File: src/rtl/cmp_pkg.sv
// Shared types and helpers for the sliced magnitude comparator.
// Flag encoding is {gt, eq, lt}; exactly one bit set for a valid result.
package cmp_pkg;

    typedef struct packed {
        logic gt;
        logic eq;
        logic lt;
    } cmp_flags_t;

    localparam cmp_flags_t CMP_GT   = 3'b100;
    localparam cmp_flags_t CMP_EQ   = 3'b010;
    localparam cmp_flags_t CMP_LT   = 3'b001;
    localparam cmp_flags_t CMP_NONE = 3'b000;

    function automatic int nch(input int width, input int chunk);
        return width / chunk;
    endfunction

endpackage

File: src/rtl/comparator_slice.sv
// Combinational CHUNK-bit three-way compare of one operand slice.
// No state and no handshake; the parent pipeline registers the result.
module comparator_slice
    import cmp_pkg::*;
#(
    parameter int CHUNK = 8
) (
    input  logic [CHUNK-1:0] i_a,
    input  logic [CHUNK-1:0] i_b,
    output cmp_flags_t       o_flags
);

    always_comb begin
        if (i_a > i_b)       o_flags = CMP_GT;
        else if (i_a == i_b) o_flags = CMP_EQ;
        else                 o_flags = CMP_LT;
    end

endmodule

File: src/rtl/comparator_pipe.sv
// Two-stage sliced three-way comparator, 2-cycle latency, valid/ready on both sides (no skid);
// in_ready = !s1_valid | !out_valid | out_ready. Define CMP_SIGNED_EN for the is_signed port.
module comparator_pipe
    import cmp_pkg::*;
#(
    parameter int WIDTH = 32,
    parameter int CHUNK = 8,
    parameter int TAG_W = 4
) (
    input  logic             clk,
    input  logic             rst_n,
    input  logic             in_valid,
    output logic             in_ready,
    input  logic [WIDTH-1:0] a,
    input  logic [WIDTH-1:0] b,
`ifdef CMP_SIGNED_EN
    input  logic             is_signed,
`endif
    input  logic [TAG_W-1:0] in_tag,
    output logic             out_valid,
    input  logic             out_ready,
    output logic             a_gt_b,
    output logic             a_eq_b,
    output logic             a_lt_b,
    output logic [TAG_W-1:0] out_tag
);

    localparam int NCH = nch(WIDTH, CHUNK);

    generate
        if ((WIDTH % CHUNK) != 0 || NCH < 1) begin : g_bad_cfg
            $error("comparator_pipe: WIDTH must be a non-zero multiple of CHUNK");
        end
    endgenerate

    logic [WIDTH-1:0] w_a;
    logic [WIDTH-1:0] w_b;

`ifdef CMP_SIGNED_EN
    // Flipping the sign bit maps two's-complement order onto unsigned order.
    localparam logic [WIDTH-1:0] MSB_MASK = {1'b1, {(WIDTH-1){1'b0}}};
    assign w_a = a ^ ({WIDTH{is_signed}} & MSB_MASK);
    assign w_b = b ^ ({WIDTH{is_signed}} & MSB_MASK);
`else
    assign w_a = a;
    assign w_b = b;
`endif

    cmp_flags_t w_slice [NCH];

    generate
        for (genvar g = 0; g < NCH; g++) begin : g_slice
            comparator_slice #(.CHUNK(CHUNK)) u_slice (
                .i_a     (w_a[g*CHUNK +: CHUNK]),
                .i_b     (w_b[g*CHUNK +: CHUNK]),
                .o_flags (w_slice[g])
            );
        end
    endgenerate

    logic             r_s1_valid;
    logic [TAG_W-1:0] r_s1_tag;
    cmp_flags_t       r_s1_flags [NCH];

    logic             r_out_valid;
    logic [TAG_W-1:0] r_out_tag;
    cmp_flags_t       r_out_flags;

    logic             w_s2_ready;
    cmp_flags_t       w_merge;

    assign w_s2_ready = !r_out_valid || out_ready;
    assign in_ready   = !r_s1_valid || w_s2_ready;

    always_ff @(posedge clk) begin
        if (!rst_n) begin
            r_s1_valid <= 1'b0;
            r_s1_tag   <= '0;
            for (int k = 0; k < NCH; k++) r_s1_flags[k] <= CMP_NONE;
        end else if (in_ready) begin
            r_s1_valid <= in_valid;
            r_s1_tag   <= in_tag;
            for (int k = 0; k < NCH; k++) r_s1_flags[k] <= w_slice[k];
        end
    end

    // The most significant unequal slice decides; lower slices only matter while all above tie.
    always_comb begin
        logic w_eq_run;
        w_merge  = CMP_NONE;
        w_eq_run = 1'b1;
        for (int k = NCH - 1; k >= 0; k--) begin
            w_merge.gt = w_merge.gt | (w_eq_run & r_s1_flags[k].gt);
            w_merge.lt = w_merge.lt | (w_eq_run & r_s1_flags[k].lt);
            w_eq_run   = w_eq_run & r_s1_flags[k].eq;
        end
        w_merge.eq = w_eq_run;
    end

    always_ff @(posedge clk) begin
        if (!rst_n) begin
            r_out_valid <= 1'b0;
            r_out_flags <= CMP_NONE;
            r_out_tag   <= '0;
        end else if (w_s2_ready) begin
            r_out_valid <= r_s1_valid;
            r_out_flags <= r_s1_valid ? w_merge : CMP_NONE;
            r_out_tag   <= r_s1_valid ? r_s1_tag : '0;
        end
    end

    assign out_valid = r_out_valid;
    assign a_gt_b    = r_out_flags.gt;
    assign a_eq_b    = r_out_flags.eq;
    assign a_lt_b    = r_out_flags.lt;
    assign out_tag   = r_out_tag;

endmodule

File: config.mk
export PLATFORM = sky130hd
export DESIGN_NAME = comparator_pipe
export DESIGN_NICKNAME = d
export VERILOG_FILES = /design/src/rtl/cmp_pkg.sv /design/src/rtl/comparator_slice.sv /design/src/rtl/comparator_pipe.sv
export SDC_FILE = /design/constraint.sdc
export NUM_CORES = 1
export LEC_CHECK = 0
export BUFFER_PORTS_ARGS = -buffer_cell sky130_fd_sc_hd__buf_2
export CAP_MARGIN = 20
export CORE_ASPECT_RATIO = 0.7
export CORE_UTILIZATION = 30
export DETAILED_ROUTE_END_ITERATION = 8
export SYNTH_ARGS = -nofsm -noshare
export SYNTH_HDL_FRONTEND = slang
export SYNTH_SLANG_ARGS = --single-unit
File: constraint.sdc
create_clock -name clk -period 1.5 [get_ports clk]
set_input_delay 0.075 -clock clk [delete_from_list [all_inputs] [get_ports clk]]
set_output_delay 0.075 -clock clk [all_outputs]
set_load 0.05 [all_outputs]
==> results.cfg <==
[clock_tree]
cts_tree = built
numCtsBuffers = 3
htreeDepth = 1
clk_pin_slew_ns = 0.08
postCtsSetupBuffers = 0
clock_path_buffers = 2
hold_buffers = 0
root_buffer = clkbuf_8
clock_sinks = 25
cts_resized = 0
clk_latency_ns = 0.26

[placement]
port_buffers = 80
gp_congestion = 0.678
placed_area_um2 = 2380
dpl.hpwl_um = 3130

[critical_path]
r2r-start = r_s1_valid
crit_start = r_s1_valid
cp-end-kind = register
cp_max_fo = 8
reg2reg_depth = 4
path_class = register to register
rrSetupSlack_ns = 0.25
r2r_end = r_s1_flags[0][0]
endpoint = r_s1_flags[0][0]
crit_required_ns = 1.52
startpoint_type = register
arrival_ns = 1.28

[die]
core_um2 = 5870
die_w_um = 96.6
dieArea_um2 = 6590
ios = 81
die_h_um = 68.2
num_rows = 23
start_util = 0.320

[detailed_routing]
wl_per_cell_um = 9.92
avgViaCountPerCell = 4.44
vias = 1611
drt_iter0_markers = 54
drc_errors = 0
first_pass_iters = 4
routed_wl_um = 3600
antenna_left = 0

[yosys]
ys_ff_latch = 25
muxShareOfSynthArea = 0
syn_inst = 204
avgSynthCellArea_um2 = 9.22
synth.net_count = 308
async_flop_share = 0
synth_compound_gate_area_share = 0.145
ys_seq_area_frac = 0.330
synth-edff-count = 12
ys_types = 34
synth-simple-area-share = 0.221
synth_ff_type = dfxtp_1
synthAdderAreaFrac = 0.213
synth_warnings = 0
netlist_area_um2 = 1880
synthXorXnorAreaFrac = 0
synth_top_family_by_area = simple AND/OR/NAND/NOR gates

[timing]
worstMarginPinSlew_ns = 0.292
hold_viol = 0
clock_skew_ns = 0.00165
setup_tns_ns = 0
rsz0062_at_grt = no
period_needed_ns = 1.25
max_freq_mhz = 798
relSlewSlack = 0.805
finalCritPeriodShare = 0.836
final-setup-viol-count = 0
report.final.slew_viol_count = 0

[pwr]
leakage_nw = 1.30
irDropWorstVdd_mv = 0.349
power_density_nw_per_um2 = 625

[layout]
area_growth_pct = 29.1
final_common_cell = buf_2
fill_cells = 620
post-route-util = 0.413
diodes = 0
nNetsFinal = 393
final_layout_size_suffix_gt1_frac = 0.354
mostFrequentLayoutCells = buf_2, inv_1, ha_1, nor2_1
stdcell_area_um2 = 2430

[min_path]
hold_class = primary input to register

[global_route]
grt_pass1_vias = 1551
antenna_found_initial = 0
track_usage = 0.118
globalRouteOverflowTotal = 0
grt_max_degree = 16
grt_first_pass_wirelength_um = 6420

[job]
maxCapViolations = 0

[run_status]
status = completed
[synthesized netlist by cell type (2+ instances only)]
cell	n	area, µm²
inv_1	33	124
ha_1	32	400
dfxtp_1	13	260
nand3_1	13	65.1
nor2_1	13	48.8
edfxtp_1	12	360
nand2_1	11	41.3
a21oi_1	10	50.1
a21boi_0	9	67.6
o21ai_0	8	40.0
nand4_1	5	31.3
nor2b_1	5	31.3
a211oi_1	4	30.0
and2_1	4	25.0
and4_1	4	35.0
a21bo_2	2	20.0
a21boi_1	2	15.0
and3b_1	2	17.5
buf_2	2	10.0
nand2_2	2	12.5
nand2_4	2	22.5
nor4_4	2	42.5
o211ai_1	2	15.0
o311a_1	2	20.0
[flip-flops by register name (all words and copies together), names as in the netlist]
register / flops
out_tag: 4
a_eq_b: 1
a_gt_b: 1
r_s1_flags: 12
out_valid: 1
r_s1_tag: 4
r_s1_valid: 1
a_lt_b: 1
[power breakdown]
part | internal [mW] | switching (mW)
Sequential | 0.749 | 0.0153
Combinational | 0.190 | 0.181
Clock | 0.185 | 0.198
[area by class of cell]
| type | instances | area [µm²] | share of cell area |
|---|---|---|---|
| inverters | 33 | 124 | 0.0510 |
| multi-input cells | 140 | 1090 | 0.451 |
| clock inverters | 1 | 5.00 | 0.00206 |
| repair buffers | 86 | 445 | 0.184 |
| clock buffers | 3 | 41.3 | 0.0170 |
| flip-flops and latches | 25 | 624 | 0.257 |
| well taps | 75 | 93.8 | 0.0387 |
[metal layers]
| metal | up-vias | share of wire | global-route usage | wire (µm) |
|---|---|---|---|---|
| met2 | 48 | 0.42 | 0.206 | 1520 |
| met4 | 0 | 0.0047 | 0.0224 | 17 |
| li1 | 875 | - | - | - |
| met3 | 2 | 0.061 | 0.0276 | 218 |
| met5 | - | 0 | 0 | 0 |
| met1 | 686 | 0.51 | 0.152 | 1850 |
[how the worst min path moves through the flow]
stage | start | endpoint | depth (start not counted)
5_1_grt | in_tag[0] | r_s1_tag[0] | 3
2_1_floorplan | in_valid | r_s1_valid | 2
6_report | in_tag[1] | r_s1_tag[1] | 3
4_1_cts | in_tag[1] | r_s1_tag[1] | 3
3_5_place_dp | in_tag[3] | r_s1_tag[3] | 3
3_3_place_gp | in_tag[3] | r_s1_tag[3] | 3
[through the flow]
stage          total power [mW]  setup WS, ns  hold slack (ns)  std cells
2_1_floorplan              1.01       0.00276            0.214        204
3_3_place_gp               1.15        0.0859            0.331        359
3_5_place_dp               1.15        0.0563            0.339        359
4_1_cts                    1.54         0.227           0.0539        363
5_1_grt                    1.63         0.179           0.0669        363
6_report                   1.52         0.246           0.0585        363
[cell families after synthesis]
| logic type | after synthesis |
|---|---|
| AOI/OAI and AO/OA | 41 |
| and+or+nand+nor | 67 |
| adders and majority gates | 32 |
| buffers and inverters | 39 |
| DFF | 25 |
[worst max-delay path: stages (launching register included)]
cell	delay, ns
dfxtp_1	0.41
nand3b_4	0.14
and2_4	0.23
nand2_2	0.07
and3b_1	0.17
Power figures use the tool's default switching activity.
